## config.mk

```make
export PLATFORM = sky130hd
export DESIGN_NAME = shift_register
export DESIGN_NICKNAME = d
export VERILOG_FILES = /design/src/rtl/shift_register_pkg.sv /design/src/rtl/shift_register_next.sv /design/src/rtl/shift_register.sv
export SDC_FILE = /design/constraint.sdc
export NUM_CORES = 1
export LEC_CHECK = 0
export BUFFER_PORTS_ARGS = -buffer_cell sky130_fd_sc_hd__buf_2
export CORE_UTILIZATION = 50
export CTS_BUF_LIST = sky130_fd_sc_hd__clkbuf_4 sky130_fd_sc_hd__clkbuf_8
export DETAILED_ROUTE_END_ITERATION = 6
export PLACE_DENSITY = 0.8
export SLEW_MARGIN = 10
export SYNTH_ARGS = -nofsm -noshare
export SYNTH_HDL_FRONTEND = slang
export SYNTH_HIERARCHICAL = 1
export SYNTH_SLANG_ARGS = --single-unit
```

## constraint.sdc

```tcl
create_clock -name Clock -period 1.5 [get_ports Clock]
set_input_delay 0.225 -clock Clock [delete_from_list [all_inputs] [get_ports Clock]]
set_output_delay 0.225 -clock Clock [all_outputs]
set_load 0.005 [all_outputs]
```

## src/rtl/shift_register_pkg.sv

```systemverilog
// Shared types and constants for the universal shift register.
package shift_register_pkg;

   localparam int unsigned DEF_WIDTH = 8;

   typedef enum logic [2:0] {
      LOAD = 3'b000,
      SHL  = 3'b001,
      SHR  = 3'b010,
      HOLD = 3'b011,
      ROL  = 3'b100,
      ROR  = 3'b101,
      ASR  = 3'b110,
      RSVD = 3'b111
   } mode_t;

endpackage

```

## src/rtl/shift_register_next.sv

```systemverilog
// Combinational next-state function of the universal shift register.
// Rotate modes are compiled only when SHIFT_REGISTER_ROTATE_EN is defined.
module shift_register_next
   import shift_register_pkg::*;
#(
   parameter int unsigned WIDTH = DEF_WIDTH
) (
   input  logic [WIDTH-1:0] q,
   input  logic [WIDTH-1:0] d,
   input  logic [2:0]       s,
   input  logic             msb_in,
   input  logic             lsb_in,
   output logic [WIDTH-1:0] q_next
);

   mode_t mode;

   assign mode = mode_t'(s);

   // Reserved, rotate codes in the plain build and unknown codes all hold.
   always_comb begin
      q_next = q;
      case (mode)
         LOAD:    q_next = d;
         SHL:     q_next = {q[WIDTH-2:0], lsb_in};
         SHR:     q_next = {msb_in, q[WIDTH-1:1]};
         ASR:     q_next = {q[WIDTH-1], q[WIDTH-1:1]};
`ifdef SHIFT_REGISTER_ROTATE_EN
         ROL:     q_next = {q[WIDTH-2:0], q[WIDTH-1]};
         ROR:     q_next = {q[0], q[WIDTH-1:1]};
`endif
         default: q_next = q;
      endcase
   end

endmodule

```

## src/rtl/shift_register.sv

```systemverilog
// Universal shift register: state register with synchronous Clear priority.
// Optional rotate modes: define SHIFT_REGISTER_ROTATE_EN.
module shift_register
   import shift_register_pkg::*;
#(
   parameter int unsigned WIDTH = DEF_WIDTH
) (
   output logic [WIDTH-1:0] Q,
   input  logic             Clock,
   input  logic             Clear,
   input  logic [WIDTH-1:0] D,
   input  logic [2:0]       S,
   input  logic             MSBIn,
   input  logic             LSBIn
);

   logic [WIDTH-1:0] q_next;

   shift_register_next #(
      .WIDTH(WIDTH)
   ) u_next (
      .q      (Q),
      .d      (D),
      .s      (S),
      .msb_in (MSBIn),
      .lsb_in (LSBIn),
      .q_next (q_next)
   );

   always_ff @(posedge Clock) begin
      if (Clear)
         Q <= '0;
      else
         Q <= q_next;
   end

endmodule

```

Word level (Yosys, flattened, before mapping):

Index checks and enable logic that the tools add are counted.

* flip-flop bits (word level): 8
* input bits: 15
* output and inout port bits: 8
* word-level logic and storage cells: 11

* eq/ne operators: 3
* mux-type cells: 1
* bitwise logic cells: 1
* reductions and logical operators: 4

Operator list (count)
* $pmux 8 s4: 1
* $reduce_bool 4->1: 1
* $eq 3x1->1 const B: 1
* $eq 3x2->1 const B: 1
* $eq 3x3->1 const B: 1
* $logic_not 3->1: 1
* $reduce_bool 3->1: 1
* $reduce_and 2->1: 1
* $not 1->1: 1

Logic depth before layout (Yosys ltp):

Gate-level depths: netlist of the first run.

* word-level depth: 3
* mapped depth: 6

By module:

Netlist of the first run, hierarchy kept.

Modules (own cells, without submodules)
* shift_register_next: times used 1, cells an instance 45, area each 445.4 sq um, sequential area each 0.0 sq um
* shift_register: times used 1, cells an instance 16, area each 210.2 sq um, sequential area each 160.2 sq um

Worst setup path before layout of the first run:

Ideal clock, no wire load.

* kind: input to register
* start: input S[0]
* end: register Q[2]
* setup time: 0.114 ns
* data arrival time: 0.989 ns
* data required time: 1.386 ns
* slack: 0.397 ns
* cell stages on the path: 6
* buffers on the path: 2
* cells stage by stage: buf_6 -> buf_12 -> mux2_4 -> nand2_2 -> o21ai_2 -> nor2b_1

* word-level cells in the longest chain between the ends: 2
* elaborated cells between the ends (all ways): 6
* classes of those cells: 3 x eq/ne; 1 x mux; 2 x reduce/logical

RTL lines
* start: declaration: line shift_register.sv:12 `input logic [2:0] S,`
* $eq 3x3->1, or another cell as far along: line shift_register_next.sv:23 `case (mode)`
* $pmux 8 s4 (*): line shift_register_next.sv:23
* named net q_next[2]: line shift_register.sv:17 `logic [WIDTH-1:0] q_next;`
* end signal: assignment: line shift_register.sv:34 `Q <= q_next;`
* end: declaration: line shift_register.sv:8 `output logic [WIDTH-1:0] Q,`

Mark *: on every way through the listed nets, which the timed path passes. The rest lies on a longest branch.
A chain may end at the register's enable or synchronous reset.

Final worst setup path of the first run:

* start: input S[0]
* end: register Q[6]

Same word-level chain as after synthesis.

==> run_results.csv, run 1 <==
group,metric,value,unit
placed_design,post_dp_cell_area,742,µm²
pwr,finalPower,550,µW
finish,layout_common_cells,"buf_2, nor2b_1, mux2i_1, dfxtp_1",
routing,drc,0,
cts,cts_buffer_depth,2,
floorplan,coreArea,0.00116,mm²
routing,wirelength,1.13,mm
cts,clk_pin_slew,0.06,ns
cts,cts_htree_levels,1,
sta,fin_tns_setup,0,ns
finish,nFillCells,99,
global_routing,grt_max_degree,18,
cts,ctsRootBufferMaster,"clkbuf_4",
cts,holdBufCountCts,0,
floorplan,chipWidth,38.2,µm
pwr,combPwrFrac,26.1,%
global_routing,grt-ovfl-total,0,
sta,min_period,1.17,ns
pwr,seq_power_share,43.1,%
cts,cts_tree,"built",
cts,insertion_delay,0.25,ns
finish,top_regs,"Q (8)",
global_routing,antenna_found_initial,0,
pwr,switching_share,27.7,%
pwr,p_clk_share,30.8,%
finish,regMostFlops,"Q",
cts,postCtsSetupBuffers,0,
setup_path,path_cells,"buf_2, mux2_2, mux2i_1, o21ai_2, nor2b_1",
global_routing,grt_pass1_wl,1.79,mm
logic_synthesis,synthDistinctLibCells,18,
setup_path,cp-start-kind,"input pin",
floorplan,io_pins,23,
routing,first_iter_violations,1,
setup_path,crit_required,1.64,ns
cts,post_cts_resized,0,
sta,setup_violations,0,
placed_design,place_inst,93,
sta,relSlewSlack,72.2,%
finish,antennaDiodeCount,0,
finish,stdcell_count,96,
floorplan,die-area,0.00146,mm²
pwr,p_int,397,µW
floorplan,die_h,38.2,µm
setup_path,arrival,1.31,ns
sta,tightestPinTransition,0.417,ns
logic_synthesis,syn_nets,76,
routing,via_per_inst,5.14,
logic_synthesis,ys_seq_area_share,24.4,%
cts,clock_sinks,8,
logic_synthesis,syn_area_per_cell,10.7,µm²
finish,largest_reg_flops,8,
sta,fin_hold_ws,0.256,ns
sta,rsz0062_at_grt,"no",
routing,first_pass_iters,4,
placed_design,port_buffers,22,
floorplan,initial_core_util,56.7,%
finish,drive_above_1_share,63.4,%
routing,final_antenna_net_count,0,
logic_synthesis,synth-seq-cells,8,
sta,maxSlewViolCount,0,
sta,fin_skew,0.00260,ns
logic_synthesis,yosysWarnings,6,
setup_path,end_kind,"flip-flop",
setup_path,crit_type,"in2reg",
setup_path,path_max_fanout,17,
run_status,status,"finished, final reports clean",
placed_design,gp_congestion,0.744,
routing,vias,493,
floorplan,rows,12,
logic_synthesis,synth_cells,61,
global_routing,first_global_vias,386,
global_routing,track_usage,18.2,%
pwr,irDropWorstVdd,0.000579,V
setup_path,critical-path-slowest-cell,"mux2_2",
finish,layout_commonest_cell,"buf_2",
pwr,p_leak,0.000367,µW
placed_design,hpwl,824,µm
sta,period_share,78.2,%
finish,area_growth_syn_to_layout,16.6,%
sta,clock.fmax,852,MHz
pwr,power.switching,152,µW
finish,nets,99,
finish,final_area,764,µm²
logic_synthesis,syn_area,656,µm²
routing,wl_per_cell,11.8,µm
setup_path,crit_path_max_incr_delay,0.38,ns
sta,finalHoldViolCount,0,
hold_path,hp-class,"in2reg",
job,maxCapViolCount,0,
cts,cts_buffers,3,
pwr,power_density,719,mW/mm²
==> power by group through the flow <==
stage | registers [µW] | clock network [µW] | logic [µW]
final | 237 | 169 | 144
after CTS | 237 | 173 | 144
after global placement | 241 | 0 | 141
after detailed placement | 242 | 0 | 143
after global routing | 239 | 192 | 157
after floorplan | 241 | 0 | 113
==> logic make-up after synthesis <==
group / synth area share, %
buffers and inverters: 7.44
DFF: 24.4
muxes: 37.8
AOI/OAI and AO/OA: 14.3
and+or+nand+nor: 16.0
==> metrics by stage <==
stage                     setup slack [ns]  utilization (%)
final                                0.326             66.1
after global routing                 0.229             66.1
after CTS                            0.318             66.1
after detailed placement            0.0608             64.2
after global placement              0.0975             64.2
after floorplan                      0.397                -
==> final cells by class <==
cell class / instances / area [µm²] / share of cell area [%]
tap: 14 / 17.5 / 2.29
clock buffer: 3 / 22.5 / 2.95
multi-input combinational: 48 / 447 / 58.4
sequential: 8 / 160 / 20.9
timing repair buffer: 23 / 118 / 15.4
==> layer usage <==
metal | wire length (µm) | vias to the layer above | share of wire, % | GRT usage [%]
li1 | - | 259 | - | -
met1 | 601 | 213 | 53 | 25.8
met2 | 446 | 19 | 39 | 25.0
met3 | 69 | 2 | 6.1 | 6.98
met4 | 13 | 0 | 1.2 | 5.36
met5 | 0 | - | 0 | 0
==> worst max-delay path: cells and delay by family <==
family          cells  cell delay, ns
simple gates        1            0.13
buf+inv             1            0.35
compound gates      1            0.06
mux                 2            0.54
==> final timing paths <==
path / start / to / slack (ns) / cells after the start
min: Clear / Q[3]$_SDFF_PP0_ / 0.26 / 2
max reg2reg: Q[5]$_SDFF_PP0_ / Q[6]$_SDFF_PP0_ / 0.43 / 4
min reg2reg: Q[7]$_SDFF_PP0_ / Q[7]$_SDFF_PP0_ / 0.61 / 2
max: S[0] / Q[6]$_SDFF_PP0_ / 0.33 / 5
==> cells in the mapped netlist <==
library cell / number / area share [%]
a2111oi_2: 1 / 2.3
a211oi_2: 1 / 1.9
a21oi_1: 1 / 0.76
buf_12: 1 / 3.1
buf_2: 1 / 0.76
buf_4: 1 / 1.1
buf_6: 1 / 1.7
clkbuf_2: 1 / 0.76
dfxtp_1: 8 / 24
mux2_2: 6 / 10
mux2_4: 6 / 14
mux2i_1: 9 / 14
nand2_2: 6 / 5.7
nor2_1: 1 / 0.57
nor2b_1: 9 / 8.6
nor3b_1: 1 / 1.1
o21ai_2: 6 / 8.0
o22a_1: 1 / 1.3
No activity file was read; power rests on OpenSTA's default activity.
==> inputs of run 2 (changes only) <==
clock period = 1.2 ns   (was 1.5 ns; I/O delays follow)
==> run 2 against run 1 <==
Net effect:
- final area is 2.9% higher
- critical path depth is the same
- combinational power grew 30%
- clock power grew 31%
- clock skew increased by 0.0031 ns
- clock-buffer cell count is the same
- setup slack worse by 0.21 ns
- wire length is 9.0% higher
- global-route usage grew 3.1 points
- highest routed layer unchanged
- first-iteration DRC count rose to 7.0 times the previous value
- core utilization rose by 1.9 points
==> run_results.csv, run 2 (synthesis gave the netlist of run 1 again) <==
group,metric,value,unit
hold_path,whs_path_depth,2,
routing,wl_per_cell,12.4,µm
finish,layout_common_cells,"buf_2, nor2b_1, mux2i_1, dfxtp_1",
cts,post_cts_resized,0,
placed_design,port_buffers,22,
placed_design,gp_congestion,0.709,
setup_path,path_buf_inv,1,
setup_path,critical-path-slowest-cell,"mux2_2",
floorplan,die-area,0.00146,mm²
global_routing,grt_max_degree,16,
setup_path,path_cells,"buf_2, mux2_2, mux2i_1, o21ai_2, nor2b_1",
finish,nets,102,
floorplan,coreArea,0.00116,mm²
routing,final_antenna_net_count,0,
cts,holdBufCountCts,0,
routing,drc,0,
cts,cts_buffers,3,
global_routing,track_usage,21.4,%
finish,area_growth_syn_to_layout,20.0,%
routing,first_pass_iters,4,
hold_path,hp-class,"in2reg",
setup_path,crit_path_max_incr_delay,0.39,ns
hold_path,hold_path_end,"Q[0]$_SDFF_PP0_",
routing,via_per_inst,5.29,
global_routing,grt_pass1_wl,2.11,mm
pwr,combPwrFrac,26.5,%
placed_design,hpwl,864,µm
cts,cts_tree,"built",
global_routing,grt-ovfl-total,0,
finish,post-route-util,68.1,%
hold_path,worstHoldStart,"Clear",
global_routing,antenna_found_initial,0,
pwr,seq_power_share,42.0,%
setup_path,cpLargestDelayFamily,"multiplexers",
finish,largest_reg_flops,8,
cts,postCtsSetupBuffers,0,
floorplan,chipWidth,38.2,µm
setup_path,r2r_slack,0.12,ns
setup_path,path_max_fanout,15,
pwr,power.switching,202,µW
routing,wirelength,1.23,mm
floorplan,rows,12,
run_status,status,"finished, final reports clean",
finish,final_area,787,µm²
job,maxCapViolCount,0,
sta,fin_skew,0.00569,ns
pwr,p_int,503,µW
finish,top_regs,"Q (8)",
cts,clock_sinks,8,
setup_path,crit_type,"in2reg",
sta,maxSlewViolCount,0,
floorplan,die_h,38.2,µm
pwr,p_leak,0.000381,µW
cts,ctsRootBufferMaster,"clkbuf_4",
setup_path,crit_required,1.35,ns
sta,clock.fmax,921,MHz
sta,min_period,1.09,ns
global_routing,first_global_vias,498,
placed_design,post_dp_cell_area,764,µm²
cts,cts_buffer_depth,2,
cts,cts_htree_levels,1,
finish,antennaDiodeCount,0,
pwr,irDropWorstVdd,0.000503,V
sta,setup_violations,0,
setup_path,reg2reg_to,"Q[5]$_SDFF_PP0_",
routing,vias,524,
finish,regMostFlops,"Q",
setup_path,arrival,1.23,ns
pwr,p_clk_share,31.4,%
sta,finalHoldViolCount,0,
setup_path,r2r_start,"Q[4]$_SDFF_PP0_",
setup_path,cp-start-kind,"input pin",
floorplan,io_pins,23,
setup_path,end_kind,"flip-flop",
cts,insertion_delay,0.26,ns
routing,first_iter_violations,7,
pwr,power_density,896,mW/mm²
floorplan,initial_core_util,56.7,%
setup_path,r2r_cells,4,
cts,clk_pin_slew,0.06,ns
sta,relSlewSlack,76.1,%
finish,layout_commonest_cell,"buf_2",
finish,drive_above_1_share,64.7,%
pwr,switching_share,28.6,%
sta,tightestPinTransition,0.358,ns
sta,period_share,90.5,%
sta,rsz0062_at_grt,"no",
==> run 2: cell count changes in the layout (fill, tap and decap cells not counted) <==
cell	previous run	this run
buf_4	1	4
==> run 2: worst register-to-register path, delay by kind of cell (launching register included) <==
family | cells | cell delay [ns]
mux | 2 | 0.45
simple gates | 1 | 0.12
flops | 1 | 0.34
compound gates | 1 | 0.06
==> run 2: layout make-up <==
cell class | count | area, µm²
multi-input cells | 48 | 447
fillers | 99 | 369
flip-flops and latches | 8 | 160
repair buffers | 26 | 140
clock buffers | 3 | 22.5
well taps | 14 | 17.5
==> run 2: worst max-delay path by stage <==
stage / startpoint / endpoint / slack (ns) / depth (start not counted)
floorplan: S[0] / Q[2]$_SDFF_PP0_ / 0.14 / 6
global placement: S[0] / Q[6]$_SDFF_PP0_ / -0.12 / 5
detailed placement: S[0] / Q[2]$_SDFF_PP0_ / -0.14 / 5
CTS: Q[1]$_SDFF_PP0_ / Q[2]$_SDFF_PP0_ / 0.12 / 4
global route: Q[2]$_SDFF_PP0_ / Q[3]$_SDFF_PP0_ / 0.04 / 4
finish: S[0] / Q[5]$_SDFF_PP0_ / 0.11 / 5
==> run 2: power by group through the flow <==
stage               Sequential, µW  Clock (µW)  Combinational [µW]
CTS                            296         231                 188
global placement               301           0                 185
finish                         296         221                 187
global route                   299         247                 205
detailed placement             302           0                 188
floorplan                      301           0                 141
==> run 2: layer usage <==
metal / routed length (µm) / GRT usage [%] / vias to the layer above
met4: 14 / 10.7 / 0
met2: 559 / 30.9 / 17
met1: 596 / 28.0 / 238
met5: 0 / 0 / -
li1: - / - / 267
met3: 61 / 6.98 / 2
==> run 2: stage by stage <==
step           hold slack [ns]  power (µW)  instances  setup WS (ns)  TNS [ns]
4_1_cts                  0.201         715         99          0.119         0
3_5_place_dp             0.483         490         96         -0.144    -0.895
3_3_place_gp             0.482         486         96         -0.121    -0.743
2_1_floorplan            0.252         442         61          0.142         0
6_report                 0.202         705         99          0.114         0
5_1_grt                  0.203         752         99         0.0449         0
==> inputs of run 3 (changes only) <==
clock period = 1.1 ns   (was 1.2 ns; I/O delays follow)
==> run 3 against run 2 <==
Net effect:
- clock power rose by 7%
- global-route usage down 0.12 points
- register-to-register slack worse by 0.09 ns
- final area grew 2.9%
- worst hold slack worse by 0.0053 ns
- sequential power increased by 9.1%
- core utilization is 1.9 points higher
- clock skew up 0.0022 ns
- combinational power is 13% higher
- first-iteration DRC count rose by 130%
- wire length rose by 2.2%
- setup slack got worse by 0.085 ns
- critical path type is now reg2reg
- largest power group unchanged
- highest routed layer unchanged
==> run_results.csv, run 3 (synthesis gave the netlist of run 1 again) <==
group,metric,value,unit
floorplan,die-area,0.00146,mm²
floorplan,initial_core_util,56.7,%
placed_design,hpwl,878,µm
cts,clock_sinks,8,
sta,maxSlewViolCount,0,
setup_path,cp-start-kind,"flip-flop",
cts,cts_tree,"built",
finish,area_growth_syn_to_layout,23.5,%
global_routing,antenna_found_initial,0,
run_status,status,"finished, final reports clean",
global_routing,use_met2,30.5,%
sta,clock.fmax,933,MHz
global_routing,track_usage,21.2,%
cts,cts_buffers,3,
finish,regArea,168,µm²
floorplan,io_pins,23,
cts,clk_pin_slew,0.06,ns
placed_design,post_dp_cell_area,764,µm²
placed_design,port_buffers,22,
pwr,irDropWorstVdd,0.000557,V
routing,first_pass_iters,4,
routing,drc,0,
finish,nets,103,
cts,cts_htree_levels,1,
finish,post-route-util,70.0,%
floorplan,rows,12,
global_routing,grtUsageMet3,7.56,%
finish,final_area,810,µm²
sta,tightestPinTransition,0.359,ns
finish,top_regs,"Q (8)",
finish,drive_above_1_share,70.9,%
sta,rsz0062_at_grt,"yes",
global_routing,grt_max_degree,16,
placed_design,gp_congestion,0.709,
cts,ctsRootBufferMaster,"clkbuf_4",
setup_path,crit_path_max_incr_delay,0.35,ns
setup_path,path_cells,"mux2_4, mux2i_2, o21ai_2, nor2b_1",
global_routing,grt-ovfl-total,0,
finish,layout_common_cells,"buf_2, nor2b_1, mux2i_1, mux2_4",
routing,first_iter_violations,16,
sta,fin_skew,0.00793,ns
setup_path,crit_type,"reg2reg",
global_routing,grt-busiest-layer,"met2",
hold_path,hp-class,"in2reg",
sta,finalHoldViolCount,0,
floorplan,die_h,38.2,µm
routing,via_per_inst,5.30,
sta,fin_tns_setup,0,ns
routing,vias,530,
setup_path,arrival,1.21,ns
setup_path,crit_required,1.24,ns
routing,wl_per_cell,12.6,µm
global_routing,use_met1,26.5,%
floorplan,coreArea,0.00116,mm²
pwr,p_leak,0.000391,µW
floorplan,chipWidth,38.2,µm
sta,relSlewSlack,76.1,%
cts,cts_buffer_depth,2,
finish,nFillCells,91,
job,maxCapViolCount,0,
routing,wirelength,1.26,mm
finish,regMostFlops,"Q",
setup_path,path_max_fanout,4,
sta,fin_hold_ws,0.196,ns
sta,period_share,97.4,%
setup_path,end_kind,"flip-flop",
global_routing,first_global_vias,483,
cts,insertion_delay,0.26,ns
finish,largest_reg_flops,8,
finish,layout_commonest_cell,"buf_2",
global_routing,grt_pass1_wl,2.07,mm
sta,setup_violations,0,
cts,holdBufCountCts,0,
finish,multiInputGateArea,454,µm²
finish,antennaDiodeCount,0,
pwr,power_density,953,mW/mm²
setup_path,critical-path-slowest-cell,"dfxtp_4",
sta,min_period,1.07,ns
routing,final_antenna_net_count,0,
-- run 3: routing by layer --
metal,up-vias,share of wire (%)
met1,243,47
met2,19,46
met5,-,0
li1,266,-
met4,0,1.3
met3,2,5.8
-- run 3: metrics by stage --
stage | instances | setup WS, ns | total power, µW
3_3_place_gp | 96 | -0.205 | 530
6_report | 100 | 0.0284 | 772
5_1_grt | 100 | -0.0157 | 822
4_1_cts | 99 | 0.0227 | 777
2_1_floorplan | 61 | 0.0569 | 482
3_5_place_dp | 96 | -0.229 | 534
-- run 3: worst paths after layout --
path	slack, ns	end	cells past startpoint	from
setup / recovery	0.03	Q[3]$_SDFF_PP0_	4	Q[2]$_SDFF_PP0_
hold / removal	0.20	Q[1]$_SDFF_PP0_	2	Clear
setup reg to reg	0.03	Q[3]$_SDFF_PP0_	4	Q[2]$_SDFF_PP0_
hold reg to reg	0.62	Q[7]$_SDFF_PP0_	2	Q[7]$_SDFF_PP0_
-- run 3: power breakdown --
group | switching [µW] | internal (µW)
clock | 111 | 126
sequential | 17.8 | 306
combinational | 89.1 | 123
-- run 3: worst max-delay path, delay by kind of cell (launching register included) --
family	cells	cell delay, ns
multiplexers	2	0.42
flip-flops	1	0.35
AO/OA/AOI/OAI	1	0.06
AND/OR/NAND/NOR	1	0.12
-- run 3: cell type report --
class / count / area share [%]
Timing Repair Buffer: 27 / 18.2
Tap cell: 14 / 2.16
Sequential cell: 8 / 20.7
Multi-Input combinational cell: 48 / 56.1
Clock buffer: 3 / 2.78
-- run 3: timing repair --
item	in CTS	in global routing
resized for setup	0	7
endpoints found under the setup margin	0	5
setup buffers	0	1
